File: src/rtl/alu_sequencer.sv
`default_nettype none
// ============================================================================
//  Module   : alu_sequencer
//  Purpose  : Multi-cycle issue controller for the combinational ALU.
//             Accepts a decoded RISC-V instruction over a valid/ready
//             handshake, drives ALU operands/operation, captures the ALU
//             result and branch condition, and reuses the ALU in a second
//             pass to form the branch target.
//  Ports    : clk, reset_n            clock, async active-low reset
//             req_valid/req_ready     request handshake
//             req_opcode/funct3/funct7, req_rs1/rs2/imm/pc  request fields
//             alu_in_1/alu_in_2/sign_extended_imm/alu_op     ALU drive
//             alu_result, bcond       ALU return path
//             rsp_valid/rsp_ready     response handshake
//             rsp_result/rsp_taken/rsp_next_pc/rsp_illegal   response fields
//  Revision : 1.0  initial release
// ============================================================================
module alu_sequencer #(
  parameter int data_width = 32
) (
  input  logic                  clk,
  input  logic                  reset_n,
  // request side
  input  logic                  req_valid,
  output logic                  req_ready,
  input  logic [6:0]            req_opcode,
  input  logic [2:0]            req_funct3,
  input  logic [6:0]            req_funct7,
  input  logic [data_width-1:0] req_rs1,
  input  logic [data_width-1:0] req_rs2,
  input  logic [data_width-1:0] req_imm,
  input  logic [data_width-1:0] req_pc,
  // ALU drive and return
  output logic [data_width-1:0] alu_in_1,
  output logic [data_width-1:0] alu_in_2,
  output logic [data_width-1:0] sign_extended_imm,
  output logic [2:0]            alu_op,
  input  logic [data_width-1:0] alu_result,
  input  logic                  bcond,
  // response side
  output logic                  rsp_valid,
  input  logic                  rsp_ready,
  output logic [data_width-1:0] rsp_result,
  output logic                  rsp_taken,
  output logic [data_width-1:0] rsp_next_pc,
  output logic                  rsp_illegal
);

  // FSM encoding
  localparam logic [1:0] ST_IDLE   = 2'd0;
  localparam logic [1:0] ST_EXEC   = 2'd1;
  localparam logic [1:0] ST_BR_TGT = 2'd2;
  localparam logic [1:0] ST_RESP   = 2'd3;

  // Opcodes
  localparam logic [6:0] OPC_RTYPE  = 7'b0110011;
  localparam logic [6:0] OPC_ITYPE  = 7'b0010011;
  localparam logic [6:0] OPC_LOAD   = 7'b0000011;
  localparam logic [6:0] OPC_STORE  = 7'b0100011;
  localparam logic [6:0] OPC_BRANCH = 7'b1100011;

  // ALU operation codes (shared with the ALU's funct3 decode)
  localparam logic [2:0] FUNCT3_ADD = 3'b000;
  localparam logic [2:0] FUNCT3_LW  = 3'b010;
  localparam logic [2:0] FUNCT3_SW  = 3'b010;

  localparam logic [6:0] FUNCT7_ZERO = 7'b0000000;
  localparam logic [6:0] FUNCT7_SUB  = 7'b0100000;

  localparam logic [data_width-1:0] PC_STEP = data_width'(4);

  logic [1:0]            state;
  logic [data_width-1:0] rs1_q;
  logic [data_width-1:0] rs2_q;
  logic [data_width-1:0] imm_q;
  logic [data_width-1:0] pc_q;
  logic [2:0]            op_q;
  logic                  use_imm_q;
  logic                  branch_q;
  logic                  taken_q;

  // Decoder outputs, evaluated on the raw request fields in IDLE
  logic                  dec_legal;
  logic [2:0]            dec_op;
  logic                  dec_use_imm;
  logic                  dec_branch;

  logic [data_width-1:0] req_pc_plus4;
  logic [data_width-1:0] pc_plus4;

  // Natural wrap of the adder gives modulo 2^data_width
  assign req_pc_plus4 = req_pc + PC_STEP;
  assign pc_plus4     = pc_q + PC_STEP;

  // req_ready is held low while reset is asserted so nothing is offered
  // to the requester until the sequencer is actually running.
  assign req_ready = (state == ST_IDLE) && reset_n;
  assign rsp_valid = (state == ST_RESP);

  // --------------------------------------------------------------------------
  // Instruction decode
  // --------------------------------------------------------------------------
  always_comb begin
    dec_legal   = 1'b0;
    dec_op      = FUNCT3_ADD;
    dec_use_imm = 1'b0;
    dec_branch  = 1'b0;
    case (req_opcode)
      OPC_RTYPE: begin
        dec_op = req_funct3;
        case (req_funct3)
          3'b000:                      dec_legal = (req_funct7 == FUNCT7_ZERO) ||
                                                   (req_funct7 == FUNCT7_SUB);
          3'b001, 3'b100, 3'b101,
          3'b110, 3'b111:              dec_legal = (req_funct7 == FUNCT7_ZERO);
          default:                     dec_legal = 1'b0;
        endcase
      end
      OPC_ITYPE: begin
        dec_op      = req_funct3;
        dec_use_imm = 1'b1;
        case (req_funct3)
          // funct7 field only qualifies the shift-immediate forms; for the
          // others it is part of the immediate itself.
          3'b000, 3'b100, 3'b110, 3'b111: dec_legal = 1'b1;
          3'b001, 3'b101:                 dec_legal = (req_funct7 == FUNCT7_ZERO);
          default:                        dec_legal = 1'b0;
        endcase
      end
      OPC_LOAD: begin
        dec_op      = FUNCT3_LW;
        dec_use_imm = 1'b1;
        dec_legal   = (req_funct3 == 3'b010);
      end
      OPC_STORE: begin
        dec_op      = FUNCT3_SW;
        dec_use_imm = 1'b1;
        dec_legal   = (req_funct3 == 3'b010);
      end
      OPC_BRANCH: begin
        dec_op     = req_funct3;
        dec_branch = 1'b1;
        case (req_funct3)
          3'b000, 3'b001, 3'b100, 3'b101: dec_legal = 1'b1;
          default:                        dec_legal = 1'b0;
        endcase
      end
      default: dec_legal = 1'b0;
    endcase
  end

  // --------------------------------------------------------------------------
  // Sequencer state and response registers
  // --------------------------------------------------------------------------
  always_ff @(posedge clk or negedge reset_n) begin
    if (!reset_n) begin
      state       <= ST_IDLE;
      rs1_q       <= '0;
      rs2_q       <= '0;
      imm_q       <= '0;
      pc_q        <= '0;
      op_q        <= '0;
      use_imm_q   <= 1'b0;
      branch_q    <= 1'b0;
      taken_q     <= 1'b0;
      rsp_result  <= '0;
      rsp_next_pc <= '0;
      rsp_taken   <= 1'b0;
      rsp_illegal <= 1'b0;
    end else begin
      case (state)
        ST_IDLE: begin
          if (req_valid) begin
            rs1_q     <= req_rs1;
            rs2_q     <= req_rs2;
            imm_q     <= req_imm;
            pc_q      <= req_pc;
            op_q      <= dec_op;
            use_imm_q <= dec_use_imm;
            branch_q  <= dec_branch;
            taken_q   <= 1'b0;
            if (dec_legal) begin
              state <= ST_EXEC;
            end else begin
              // Illegal instructions skip the ALU entirely
              rsp_result  <= '0;
              rsp_taken   <= 1'b0;
              rsp_illegal <= 1'b1;
              rsp_next_pc <= req_pc_plus4;
              state       <= ST_RESP;
            end
          end
        end
        ST_EXEC: begin
          if (branch_q) begin
            taken_q <= bcond;
            state   <= ST_BR_TGT;
          end else begin
            rsp_result  <= alu_result;
            rsp_next_pc <= pc_plus4;
            rsp_taken   <= 1'b0;
            rsp_illegal <= 1'b0;
            state       <= ST_RESP;
          end
        end
        ST_BR_TGT: begin
          // Second ALU pass has computed pc + imm
          rsp_next_pc <= taken_q ? alu_result : pc_plus4;
          rsp_result  <= '0;
          rsp_taken   <= taken_q;
          rsp_illegal <= 1'b0;
          state       <= ST_RESP;
        end
        ST_RESP: begin
          if (rsp_ready) begin
            state <= ST_IDLE;
          end
        end
        default: state <= ST_IDLE;
      endcase
    end
  end

  // --------------------------------------------------------------------------
  // ALU drive: live only in EXEC and BR_TGT, quiet (zero) otherwise
  // --------------------------------------------------------------------------
  always_comb begin
    alu_in_1          = '0;
    alu_in_2          = '0;
    sign_extended_imm = '0;
    alu_op            = '0;
    case (state)
      ST_EXEC: begin
        alu_in_1          = rs1_q;
        alu_in_2          = use_imm_q ? imm_q : rs2_q;
        sign_extended_imm = imm_q;
        alu_op            = op_q;
      end
      ST_BR_TGT: begin
        alu_in_1          = pc_q;
        alu_in_2          = imm_q;
        sign_extended_imm = imm_q;
        alu_op            = FUNCT3_ADD;
      end
      default: ;
    endcase
  end

endmodule
`default_nettype wire

File: config.mk
export PLATFORM = sky130hd
export DESIGN_NAME = alu_sequencer
export DESIGN_NICKNAME = d
export VERILOG_FILES = /design/src/rtl/alu_sequencer.sv
export SDC_FILE = /design/constraint.sdc
export NUM_CORES = 1
export LEC_CHECK = 0
export BUFFER_PORTS_ARGS = -buffer_cell sky130_fd_sc_hd__buf_2
export CAP_MARGIN = 20
export CORE_ASPECT_RATIO = 1.25
export CORE_MARGIN = 4
export CORE_UTILIZATION = 56
export CTS_CLUSTER_DIAMETER = 60
export CTS_CLUSTER_SIZE = 20
export DETAILED_ROUTE_END_ITERATION = 10
export PLACE_DENSITY = 0.92
export SKIP_CTS_REPAIR_TIMING = 1
export SLEW_MARGIN = 20
export SYNTH_ARGS = -nofsm -noshare
export SYNTH_HDL_FRONTEND = slang
export SYNTH_SLANG_ARGS = --single-unit
File: constraint.sdc
create_clock -name clk -period 4.1 [get_ports clk]
set_clock_uncertainty 0.2 [all_clocks]
set_input_delay 0.615 -clock clk [delete_from_list [all_inputs] [get_ports clk]]
set_output_delay 0.615 -clock clk [all_outputs]
set_load 0.01 [all_outputs]
After elaboration in Yosys (flattened, before gate mapping)
Index checks and enable logic that the tools add are counted.
Word-level totals
  RAM bits: 0
  bits in latches: 0
  logic and storage cells: 90
  output and inout bits: 167
  input bits: 182
  memories: 0
  ROM bits: 0
  register bits after elaboration: 202
Cells by class
  shift operators: 0
  mux-type cells: 36
  multiply operators: 0
  divide/modulo/power cells: 0
  equal/unequal tests: 20
  bitwise logic cells: 0
  reductions and logical operators: 19
  $add $sub $neg: 2
  order comparisons: 0
Operators with widths (number)
  $mux W32: 9
  $pmux W32 S3: 2
  $pmux W32 S2: 2
  $add A32 B3 Y32 const B: 2
  $eq A7 B6 Y1 const B: 3
  $eq A3 B3 Y1 const B: 4
  $mux W1: 11
  $ne A2 B2 Y1 const B: 4
  $pmux W2 S4: 1
  $reduce_or A4 Y1: 2
  $eq A7 B2 Y1 const B: 1
  $eq A7 B5 Y1 const B: 1
  $eq A7 B7 Y1 const B: 1
  $logic_not A7 Y1: 1
  $mux W2: 3
  $pmux W1 S2: 3
  $pmux W1 S3: 2
  $pmux W3 S2: 1
  $reduce_or A2 Y1: 3
  $reduce_or A3 Y1: 2
  $reduce_or A5 Y1: 1
  $eq A2 B2 Y1 const B: 2
  $pmux W1 S4: 1
  $reduce_and A2 Y1: 2
  13 further kinds: 13

Logic depth before layout (Yosys ltp)
Gate-level depths: netlist of the first run.
  depth in word-level cells: 7
  depth in mapped cells: 10
  depth with buffers taken out: 7

Worst setup path before layout of the first run
OpenSTA, ideal clock, no wires.
  kind: register to output
  start point: register state[0]
  end point: output alu_in_2[0]
  buffers on the path: 4
  data required time: 3.285 ns
  setup slack: 1.169 ns
  cell stages (with the launch flop): 10
  data arrival time: 2.116 ns
  path through: dfrtp_1 -> inv_1 -> ha_1 -> clkbuf_1 -> and2_1 -> clkbuf_1 -> nor2b_1 -> clkbuf_1 -> clkbuf_1 -> a22o_1
Between the ends
  cells in the longest elaborated chain, start to end: 2
  elaborated cells on any way between the ends: 3
  classes of those cells: eq/ne (2); mux (1)
Ends and longest elaborated chain
  from (decl): RTL line 72  | logic [1:0] state;
  from (signal assigned): RTL line 157  | state <= ST_IDLE;
  from (signal assigned): RTL line 183  | state <= ST_EXEC;
  from (signal assigned): RTL line 190  | state <= ST_RESP;
  $eq A2 B2 Y1 / $eq A2 B1 Y1 (equally long branches): RTL line 232  | case (state)
  $pmux W32 S2 *: RTL line 232
  to (decl): RTL line 35  | output logic [data_width-1:0] alu_in_2,
Mark *: on every way between the ends. The rest lies on a longest branch, timed or not.

Final worst setup path of the first run
  start point: register state[0]
  end point: output alu_in_2[16]
Same word-level chain as after synthesis.

==> impl_results.md, run 1 <==
- Starting density of the core: 0.574
- Via count of the first global-routing pass: 9802
- Critical path data required time: ~3.3 ns
- Max Root-Sink Buffers: 3
- Slew Viols, Final: 0
- Avg Cell Area, Syn: 10.6 µm²
- Most common flop cell mapped by yosys: dfrtp_1
- Post-CTS clock slew at the launch and capture registers of the worst setup and hold paths: approximately 0.080 ns
- Share of flip-flops with an asynchronous set or reset after synthesis: 1.00
- Pin count of the biggest net entering global routing: around 130
- Critical Setup Path Class: flip-flop to output port
- Setup slack at placement: about 0.9 ns
- Clock root buffer: clkbuf_16
- Global-route wire length before repair: 52800 µm
- Number of warnings issued by yosys: 0
- Worst path bufs/invs: 3
- Synthesized cell area: 10900 µm²
- IO buf count: around 350
- Number of flops mapped to enable cells by yosys: 0
- Highest net fanout along the worst path: 32
- Startpoint types: flip-flop
- Reg2reg path depth: 6
- Transition time at the pin with the least slew margin: 0.904 ns
- CTS tree: yes
- Leakage Power: 0.00622 µW
- Number of rows in the core area: 56
- Cell depth of the worst hold path: 2
- Critical path data arrival time: 2.88 ns
- DRC violations left: 0
- Clock sink total: 202
- Depth of the critical timing path with buffers and inverters included: 7
- Delay of the slowest cell on the worst path: slightly above 0.5 ns
- Final estimated routing congestion in global placement: between 0.8 and 0.9
- Remaining Overflow, GRT: 0
- Count of distinct cell types in the synthesized netlist: 66
- Level count of the clock H-tree: 1
- Max stage delay cell, worst path: and2_1
- Filler Cell Count: around 1.4k
- Flip-flop and latch count after synthesis: 202
- Hold Path Class: primary input to flip-flop
- R2R setup slack: 0.94 ns
- Routed wirelength normalized by instance count: about 22 µm
- Synth-to-Final Area Change: 21.2%
- Startpoint of the worst register-to-register path: pc_q[2]
- Worst relative slew slack: 0.397
- Sequential fraction of the synthesis area: 0.465
- Instance count of the mapped netlist: 1026
- Wirelength, routed: roughly 34000 µm
- Count of max-cap constraint violations: 0
- Maximum vdd ir drop: 536 µV
- Overall die width: 133 µm
- Delay-heaviest family, CP: simple AND/OR/NAND/NOR gates
- Clock latency reported for the late side of the worst-skew pair: around 0.48 ns
- DR vias/cell: approximately 6.4
- Power density cells: 858 nW/µm²
- Result of the run: finished, final reports clean
- Hold Violations, Final: 0
- Maximum achievable frequency: roughly 270 MHz
- Setup TNS after final layout: 0 ns
- Antenna diode count: 0
- DIE AREA: 21700 µm²
- DPL Wire Length: between 20000 and 25000 µm
- Global Route Usage Sum: 0.300
- Net count after synthesis: ~1.2k
- Number of nets with antenna violations after detailed routing: 0
- Setup-violating endpoint count in the final report: 0
- Type of element capturing the critical path: output port
- Vias: around 10k
- Total CTS buffers: 15
- Worst Setup Slack, final: 0.408 ns
- CP Cell Sequence: inv_1, ha_2, and2_1, nor2b_2, buf_4, a22o_1, buf_2
- First DRT Iteration DRCs: about 1.0k
- Start point of the critical path: state[0]
- Final layout net count: 1511
- Clock period minus final worst setup slack: approximately 3.7 ns
- Unrepaired setup endpoints after global routing: false
- I/O Pins: between 300 and 400
- Overall die height: 164 µm
- Detailed Routing Iterations Pass 1: 7
- Hold Crit Start: req_rs1[13]
- Number of antenna violations at the first check in global routing: 0
- Core footprint: approximately 19000 µm²
- Fraction of layout instances using a drive strength above 1: 0.409
- Ratio of final minimum period to clock period: 0.901
[path summary, 6_finish.rpt]
path,endpoint
min reg2reg,op_q[1]
min in group asynchronous,rs2_q[16]
min,rs1_q[13]
max reg2reg,rsp_next_pc[28]
max,alu_in_2[16]
max in group asynchronous,pc_q[9]
[worst reg2reg max path, cell delays in order (launching register included)]
cell and delay [ns]:
dfrtp_1 0.58, ha_1 0.35, nand2_1 0.16, or4_4 0.53
o311a_2 0.42, a2111oi_0 0.60, o31ai_1 0.16
[metrics by stage]
step / std cells / instance area (µm²) / hold slack, ns / total power, µW / utilization
floorplan: 1026 / 10900 / 0.119 / 7600 / -
global placement: 1535 / 12700 / 0.256 / 9440 / 0.670
detailed placement: 1535 / 12700 / 0.265 / 9670 / 0.670
CTS: 1557 / 13200 / -0.0381 / 11300 / 0.696
global route: 1558 / 13200 / 0.152 / 12000 / 0.696
finish: 1558 / 13200 / 0.163 / 11300 / 0.696
[logic make-up (layout without fill, tap and decap cells)]
group           Yosys count  after routing  synth area share
simple gates            327            327             0.162
xor+xnor                 22             22            0.0177
mux                     138            138             0.143
fa+ha+maj                 8              8           0.00921
flops                   202            202             0.465
buf+inv                 100            400            0.0426
compound gates          229            229             0.160
[routing by layer]
| layer | wire length, µm | global-route usage |
|---|---|---|
| met4 | 1330 | 0.117 |
| met2 | 16800 | 0.515 |
| met1 | 12600 | 0.376 |
| met3 | 3170 | 0.0607 |
| met5 | 0 | 0 |
[cell usage after synthesis, types with 3 or more instances]
cell | number | area share
a2111oi_0 | 8 | 0.0064
xor2_1 | 14 | 0.011
a31oi_1 | 3 | 0.0017
a21oi_1 | 12 | 0.0055
o21a_1 | 3 | 0.0021
ha_1 | 8 | 0.0092
and2_1 | 44 | 0.025
o21bai_1 | 5 | 0.0035
buf_6 | 8 | 0.0083
o311ai_0 | 3 | 0.0024
a22o_1 | 67 | 0.054
or3_1 | 6 | 0.0035
and4_1 | 7 | 0.0056
mux2_2 | 138 | 0.14
nor2_1 | 22 | 0.0076
o31ai_1 | 16 | 0.011
nand2_1 | 69 | 0.024
a311oi_1 | 4 | 0.0032
nand2b_1 | 7 | 0.0040
nor2b_1 | 5 | 0.0029
nor3_1 | 22 | 0.010
or4_1 | 5 | 0.0035
o31a_1 | 7 | 0.0056
a221oi_1 | 12 | 0.0097
a211oi_1 | 4 | 0.0028
nor4_1 | 26 | 0.015
clkbuf_1 | 68 | 0.023
o211a_1 | 5 | 0.0046
buf_2 | 6 | 0.0028
o41ai_1 | 6 | 0.0048
dfrtp_1 | 202 | 0.47
xnor2_1 | 8 | 0.0064
a21o_1 | 6 | 0.0041
o21ai_0 | 47 | 0.022
and3_1 | 8 | 0.0046
buf_4 | 3 | 0.0021
inv_1 | 13 | 0.0045
nand4_1 | 18 | 0.010
nand3_1 | 73 | 0.034
or2_2 | 4 | 0.0023
o211ai_1 | 3 | 0.0021
[layout make-up]
cell class | instances | area [µm²] | area share
clock inverter | 6 | 98.8 | 0.00751
timing repair buffer | 364 | 1900 | 0.144
multi-input combinational | 724 | 5390 | 0.409
clock buffer | 16 | 389 | 0.0295
sequential | 202 | 5050 | 0.384
inverter | 14 | 52.6 | 0.00399
tap | 232 | 290 | 0.0220
[power by group]
| part | switching [µW] | leakage, µW | internal [µW] | total, µW |
|---|---|---|---|---|
| Clock | 730 | 0.000240 | 823 | 1550 |
| Combinational | 3230 | 0.00351 | 2630 | 5860 |
| Sequential | 897 | 0.00247 | 2980 | 3880 |
| Total | 4860 | 0.00622 | 6440 | 11300 |
[registers in the layout, indices dropped and copies added (netlist names), 2 cells and up]
| register | flops |
|---|---|
| state | 2 |
| pc_q | 32 |
| rsp_result | 32 |
| rsp_next_pc | 32 |
| rs2_q | 32 |
| rs1_q | 32 |
| op_q | 3 |
| imm_q | 32 |
[layout by cell type, fill, tap and decap left out, types with 12 or more instances in the layout]
cell	netlist	final
a21oi_1	12	12
a221oi_1	12	12
a22o_1	67	67
and2_1	44	43
buf_2	6	347
buf_4	3	13
clkbuf_16	0	15
dfrtp_1	202	202
inv_1	13	13
mux2_2	138	138
nand2_1	69	68
nand3_1	73	73
nand4_1	18	18
nor2_1	22	22
nor3_1	22	22
nor4_1	26	26
o21ai_0	47	47
o31ai_1	16	16
xor2_1	14	14
Note: power is estimated with default switching activity, not from simulation.
==> inputs of run 2 (changes only) <==
==> constraint.sdc (replaced) <==
create_clock -name clk -period 4.1 [get_ports clk]
set_clock_uncertainty 0.2 [all_clocks]
set_input_delay 0.205 -clock clk [delete_from_list [all_inputs] [get_ports clk]]
set_output_delay 0.205 -clock clk [all_outputs]
set_load 0.01 [all_outputs]
==> run 2 against run 1 <==
The run now ends with design-rule violations, negative hold slack left. Total power rose by 3.6%. Global-route usage rose by 0.39 points. Hold slack got worse by 0.22 ns. Sequential power rose by 3%. Routed wire length rose by 21%. Sequential cell count did not move. Critical endpoint is now alu_in_2[1].
==> impl_results.md, run 2 (same netlist as run 1, synthesis figures left out) <==
- Result of the run: finished with violations
- Violations in the final reports: design-rule violations, negative hold slack
- Clock sink total: 202 (unchanged)
- Clock period minus final worst setup slack: 3.54 ns (-0.153 ns)
- Fraction of layout instances using a drive strength above 1: 0.361 (-0.0477)
- Clock root buffer: clkbuf_16
- Global-route wire length before repair: 53500 µm (+1.3%)
- Area after DPL: 12700 µm² (about the same)
- First DRT Iteration DRCs: 1585 (+59%)
- Cell area after layout: 14800 µm² (+13%)
- Critical path data arrival time: 3.13 ns (+0.25 ns)
- Startpoint types: flip-flop
- Transition time at the pin with the least slew margin: 0.941 ns (+0.0372 ns)
- Number of rows in the core area: 56 (unchanged)
- Level count of the clock H-tree: 1 (unchanged)
- Remaining Overflow, GRT: 0 (unchanged)
- Critical Setup Path Class: flip-flop to output port
- Ratio of final minimum period to clock period: 0.863 (-0.0374)
- Slew Viols, Final: 0 (unchanged)
- Setup-violating endpoint count in the final report: 0 (unchanged)
- IO buf count: 348 (unchanged)
- DPL Wire Length: 25100 µm (+2.6%)
- Global Route Usage Sum: 0.304 (+0.00391)
- Clock latency reported for the late side of the worst-skew pair: 0.48 ns (about the same)
- Worst relative slew slack: 0.373 (-0.0248)
- Hold Slack: -0.0588 ns (-0.222 ns)
- Detailed Routing Iterations Pass 1: 9 (+2)
- CP Cell Sequence: inv_1, ha_2, buf_4, and2_1, nor2b_2, buf_4, a22o_1, buf_2
- Commonest cells after routing, fill and taps aside: buf_2, dfrtp_1, dlygate4sd3_1
- Total CTS buffers: 14 (-1)
- Post-CTS clock slew at the launch and capture registers of the worst setup and hold paths: 0.08 ns (about the same)
- Final estimated routing congestion in global placement: 0.965 (+7.6%)
- Final cell count without fillers: 1726 (+11%)
- Final layout net count: 1680 (+11%)
- DRC violations left: 1 (+1)
- Hold Path Class: primary input to flip-flop
- Overall die height: 164 µm (unchanged)
- Vias: 11.2k (+13%)
- Count of max-cap constraint violations: 0 (unchanged)
- Delay-heaviest family, CP: buffers and inverters
- DIE AREA: 21700 µm² (unchanged)
- Wirelength, routed: 40900 µm (+21%)
- Leakage Power: 0.00691 µW (+11%)
- Via count of the first global-routing pass: 10.1k (+2.9%)
- Most common library cell in the layout ignoring fill and taps: buf_2
- Synth-to-Final Area Change: 36.4%
- Hold Violations, Final: 1 (+1)
- Routed wirelength normalized by instance count: 23.7 µm (+9.0%)
- Highest net fanout along the worst path: 70 (+120%)
- Delay of the slowest cell on the worst path: 0.57 ns (+0.06 ns)
- Number of nets with antenna violations after detailed routing: 0 (unchanged)
- Type of element capturing the critical path: output port
- Maximum achievable frequency: 283 MHz (+4.3%)
- Number of antenna violations at the first check in global routing: 1 (+1)
- Setup TNS after final layout: 0 ns (unchanged)
- Core footprint: 18900 µm² (unchanged)
- Overall die width: 133 µm (unchanged)
- Pin count of the biggest net entering global routing: 111 (-14%)
- Maximum vdd ir drop: 520 µV (-2.9%)
- Max stage delay cell, worst path: buf_4
- Number of placed instances with taps included: 1535 (unchanged)
- Power density cells: 790 nW/µm² (-7.9%)
- Max Root-Sink Buffers: 3 (unchanged)
- Unrepaired setup endpoints after global routing: false
- I/O Pins: 349 (unchanged)
- Worst path bufs/invs: 4 (+1)
- Critical path data required time: 3.69 ns (+0.41 ns)
- DR vias/cell: 6.51 (+2.1%)
- Starting density of the core: 0.574 (unchanged)
- Most repeated library cell on the critical path: buf_4
- CTS tree: yes
==> run 2: changes by cell type in the layout (fill, tap and decap cells not counted) <==
cell	before	now
buf_12	2	1
buf_4	13	14
clkbuf_8	2	1
clkinv_4	1	0
clkinv_8	1	0
diode_2	0	1
dlygate4sd3_1	1	171
==> run 2: worst min-delay path, stage by stage <==
cell	delay, ns
buf_2	0.11
nand3_1	0.07
o21a_1	0.11
o21ai_0	0.07
==> run 2: metrics by stage <==
stage / hold slack (ns) / total power [µW] / worst slack (ns) / utilization
2_1_floorplan: -0.291 / 7600 / 1.58 / -
3_3_place_gp: 0.166 / 9420 / 1.30 / 0.669
3_5_place_dp: 0.177 / 9680 / 1.13 / 0.669
4_1_cts: -0.317 / 11200 / 0.629 / 0.693
5_1_grt: 0.0119 / 12300 / 0.373 / 0.784
6_report: -0.0588 / 11700 / 0.561 / 0.784
==> run 2: layout make-up <==
class / instances / area [µm²]
tap: 232 / 290
clock inverter: 4 / 73.8
timing repair buffer: 534 / 3590
fill: 1060 / 4100
inverter: 14 / 52.6
antenna: 1 / 2.50
sequential: 202 / 5050
multi-input combinational: 724 / 5390
clock buffer: 15 / 375
==> run 2: report_power, final <==
group	total, µW	switching [µW]	internal (µW)
combinational	6240	3510	2730
sequential	3980	998	2990
clock	1480	694	788
==> run 2: worst paths after layout <==
path                       startpoint              end  slack [ns]  cells past startpoint
max                          state[0]      alu_in_2[1]        0.56                      8
min in group asynchronous     reset_n        imm_q[17]        0.24                      2
min reg2reg                   op_q[1]          op_q[1]        0.28                      2
min                             bcond          taken_q       -0.06                      4
max reg2reg                  state[0]  rsp_next_pc[31]        1.08                      9
max in group asynchronous     reset_n    rsp_result[9]        2.28                      3
==> run 2: routing by layer <==
| metal | vias up | wire [µm] | GRT usage |
|---|---|---|---|
| met5 | - | 0 | 0 |
| met4 | 0 | 2520 | 0.136 |
| met3 | 211 | 4060 | 0.0637 |
| met2 | 960 | 20000 | 0.519 |
| met1 | 5300 | 14400 | 0.374 |
| li1 | 4771 | - | - |
==> inputs of run 3 (changes only) <==
--- a/constraint.sdc
+++ b/constraint.sdc
@@ -4,2 +4,2 @@
 set_output_delay 0.205 -clock clk [all_outputs]
-set_load 0.01 [all_outputs]
+set_load 0.02 [all_outputs]
==> run 3 against run 2 <==
The flow finishes with violations (negative hold slack). Non-clock buffer count decreased by 2. Core utilization decreased by 0.15 points. Critical path type unchanged. Final cell count down 0.12%. Hold slack improved by 0.054 ns. Setup slack worse by 0.0074 ns.
==> impl_results.md, run 3 (same netlist as run 1, synthesis figures left out) <==
- Unrepaired setup endpoints after global routing: false
- Setup TNS after final layout: 0 ns (unchanged)
- Number of rows in the core area: 56 (unchanged)
- Part of the total power dissipated in the clock network: 0.117 (-0.010)
- Clock period minus final worst setup slack: 3.55 ns (+0.00738 ns)
- Multi-input logic area: 5390 µm² (unchanged)
- Most common library cell in the layout ignoring fill and taps: buf_2
- Delay of the slowest cell on the worst path: 0.58 ns (about the same)
- Hold Slack: -0.00526 ns (+0.0536 ns)
- Transition time at the pin with the least slew margin: 0.947 ns (+0.00629 ns)
- Area after DPL: 12700 µm² (about the same)
- Critical path data required time: 3.69 ns (about the same)
- Overall die width: 133 µm (unchanged)
- Net switching power figure: 5840 µW (+12%)
- I/O Pins: 349 (unchanged)
- Fraction of layout instances using a drive strength above 1: 0.360 (-0.000857)
- Slew Viols, Final: 0 (unchanged)
- Maximum achievable frequency: 282 MHz (-0.21%)
- Ratio of final minimum period to clock period: 0.865 (+0.00180)
- Setup-violating endpoint count in the final report: 0 (unchanged)
- Filler Cell Count: 1064 (+0.38%)
- Leakage Power: 0.00689 µW (-0.27%)
- Via count of the first global-routing pass: 9832 (-2.5%)
- Max stage delay cell, worst path: buf_4
- Cell area after layout: 14800 µm² (-0.19%)
- Startpoint types: flip-flop
- Wirelength, routed: 40200 µm (-1.9%)
- First DRT Iteration DRCs: 1320 (-17%)
- Starting density of the core: 0.574 (unchanged)
- Result of the run: finished with violations
- Logic gate share of total power: 0.559 (+0.026)
- DPL Wire Length: 24600 µm (-2.2%)
- Maximum vdd ir drop: 548 µV (+5.3%)
- Critical path data arrival time: 3.14 ns (about the same)
- Level count of the clock H-tree: 1 (unchanged)
- Clock root buffer: clkbuf_16
- Worst relative slew slack: 0.368 (-0.00419)
- Relative contribution of sequential cells to total power: 0.324 (-0.016)
- Most repeated library cell on the critical path: buf_4
- Final estimated routing congestion in global placement: 0.958 (-0.79%)
- Clock latency reported for the late side of the worst-skew pair: 0.48 ns (about the same)
- DR vias/cell: 6.51 (about the same)
- Number of nets with antenna violations after detailed routing: 0 (unchanged)
- Critical Setup Path Class: flip-flop to output port
- Final layout net count: 1678 (-0.12%)
- Internal Pwr Total: 6460 µW (-0.78%)
- IO buf count: 348 (unchanged)
- Vias: 11.2k (-0.14%)
- DRC violations left: 0 (-1)
- Core footprint: 18900 µm² (unchanged)
- Sequential cell area in the final layout: 5050 µm² (unchanged)
- Power density cells: 831 nW/µm² (+5.2%)
- Total CTS buffers: 14 (unchanged)
- Fraction of power spent switching nets: 0.475 (+0.0307)
- Hold Violations, Final: 1 (unchanged)
- Violations in the final reports: negative hold slack
- Detailed Routing Iterations Pass 1: 6 (-3)
- Overall die height: 164 µm (unchanged)
- Hold Path Class: primary input to flip-flop
- Synth-to-Final Area Change: 36.1%
- Global-route wire length before repair: 53300 µm (-0.52%)
- Highest net fanout along the worst path: 70 (unchanged)
- Post-layout power: 12300 µW (+5.0%)
- Clock sink total: 202 (unchanged)
- Routed wirelength normalized by instance count: 23.3 µm (-1.8%)
- Global Route Usage Sum: 0.301 (-0.00298)
- DIE AREA: 21700 µm² (unchanged)
- Number of antenna violations at the first check in global routing: 0 (-1)
- Type of element capturing the critical path: output port
- Post-CTS clock slew at the launch and capture registers of the worst setup and hold paths: 0.08 ns (about the same)
- Remaining Overflow, GRT: 0 (unchanged)
- Max Root-Sink Buffers: 3 (unchanged)
- Pin count of the biggest net entering global routing: 125 (+13%)
- CP Cell Sequence: inv_1, ha_2, buf_4, and2_1, nor2b_2, buf_4, a22o_1, buf_2
- Commonest cells after routing, fill and taps aside: buf_2, dfrtp_1, dlygate4sd3_1
- Count of max-cap constraint violations: 0 (unchanged)
- CTS tree: yes
## run 3: layer usage
layer | global-route usage | wire length, µm | vias to the layer above
met2 | 0.515 | 20000 | 932
met3 | 0.0582 | 3960 | 181
met4 | 0.118 | 2100 | 0
li1 | - | - | 4760
met1 | 0.380 | 14100 | 5353
met5 | 0 | 0 | -
## run 3: area by class of cell
type / count / share of cell area
diodes: 1 / 0.000169
clock buffers: 16 / 0.0256
inverters: 14 / 0.00355
flip-flops and latches: 202 / 0.342
multi-input cells: 724 / 0.364
clock inverters: 3 / 0.00313
repair buffers: 532 / 0.242
well taps: 232 / 0.0196
## run 3: metrics by stage
stage	setup WS (ns)	hold WS, ns	instances	utilization
floorplan	1.51	-0.291	1026	-
global placement	1.27	0.0628	1534	0.669
detailed placement	1.12	0.0760	1534	0.669
CTS	0.607	-0.421	1553	0.692
global route	0.354	0.0185	1723	0.782
finish	0.554	-0.00526	1724	0.782
## run 3: power by group through the flow
| stage | Combinational [µW] | Sequential, µW | Clock (µW) |
|---|---|---|---|
| 2_1_floorplan | 4400 | 3900 | 0 |
| 3_3_place_gp | 6280 | 3860 | 0 |
| 3_5_place_dp | 6480 | 3880 | 0 |
| 4_1_cts | 6520 | 3860 | 1430 |
| 5_1_grt | 7350 | 4060 | 1510 |
| 6_report | 6870 | 3990 | 1440 |
## run 3: final timing paths
kind                                   endpoint           start  cells after the start  slack [ns]
worst max-delay path               alu_in_2[29]        state[0]                      8        0.55
worst min-delay path                  use_imm_q   req_opcode[5]                      3      -0.005
worst max register to register  rsp_next_pc[22]        state[0]                      9        1.03
worst min register to register   rsp_result[26]  rsp_result[26]                      2        0.30
max in group asynchronous         rsp_result[9]         reset_n                      3        2.48
min in group asynchronous             rs2_q[20]         reset_n                      2        0.12
## run 3: worst max-delay path: cells and delay by family, from the launching register on
kind	cells	cell delay [ns]
compound gates	1	0.24
fa+ha+maj	1	0.34
buf+inv	4	1.22
flops	1	0.46
simple gates	2	0.40
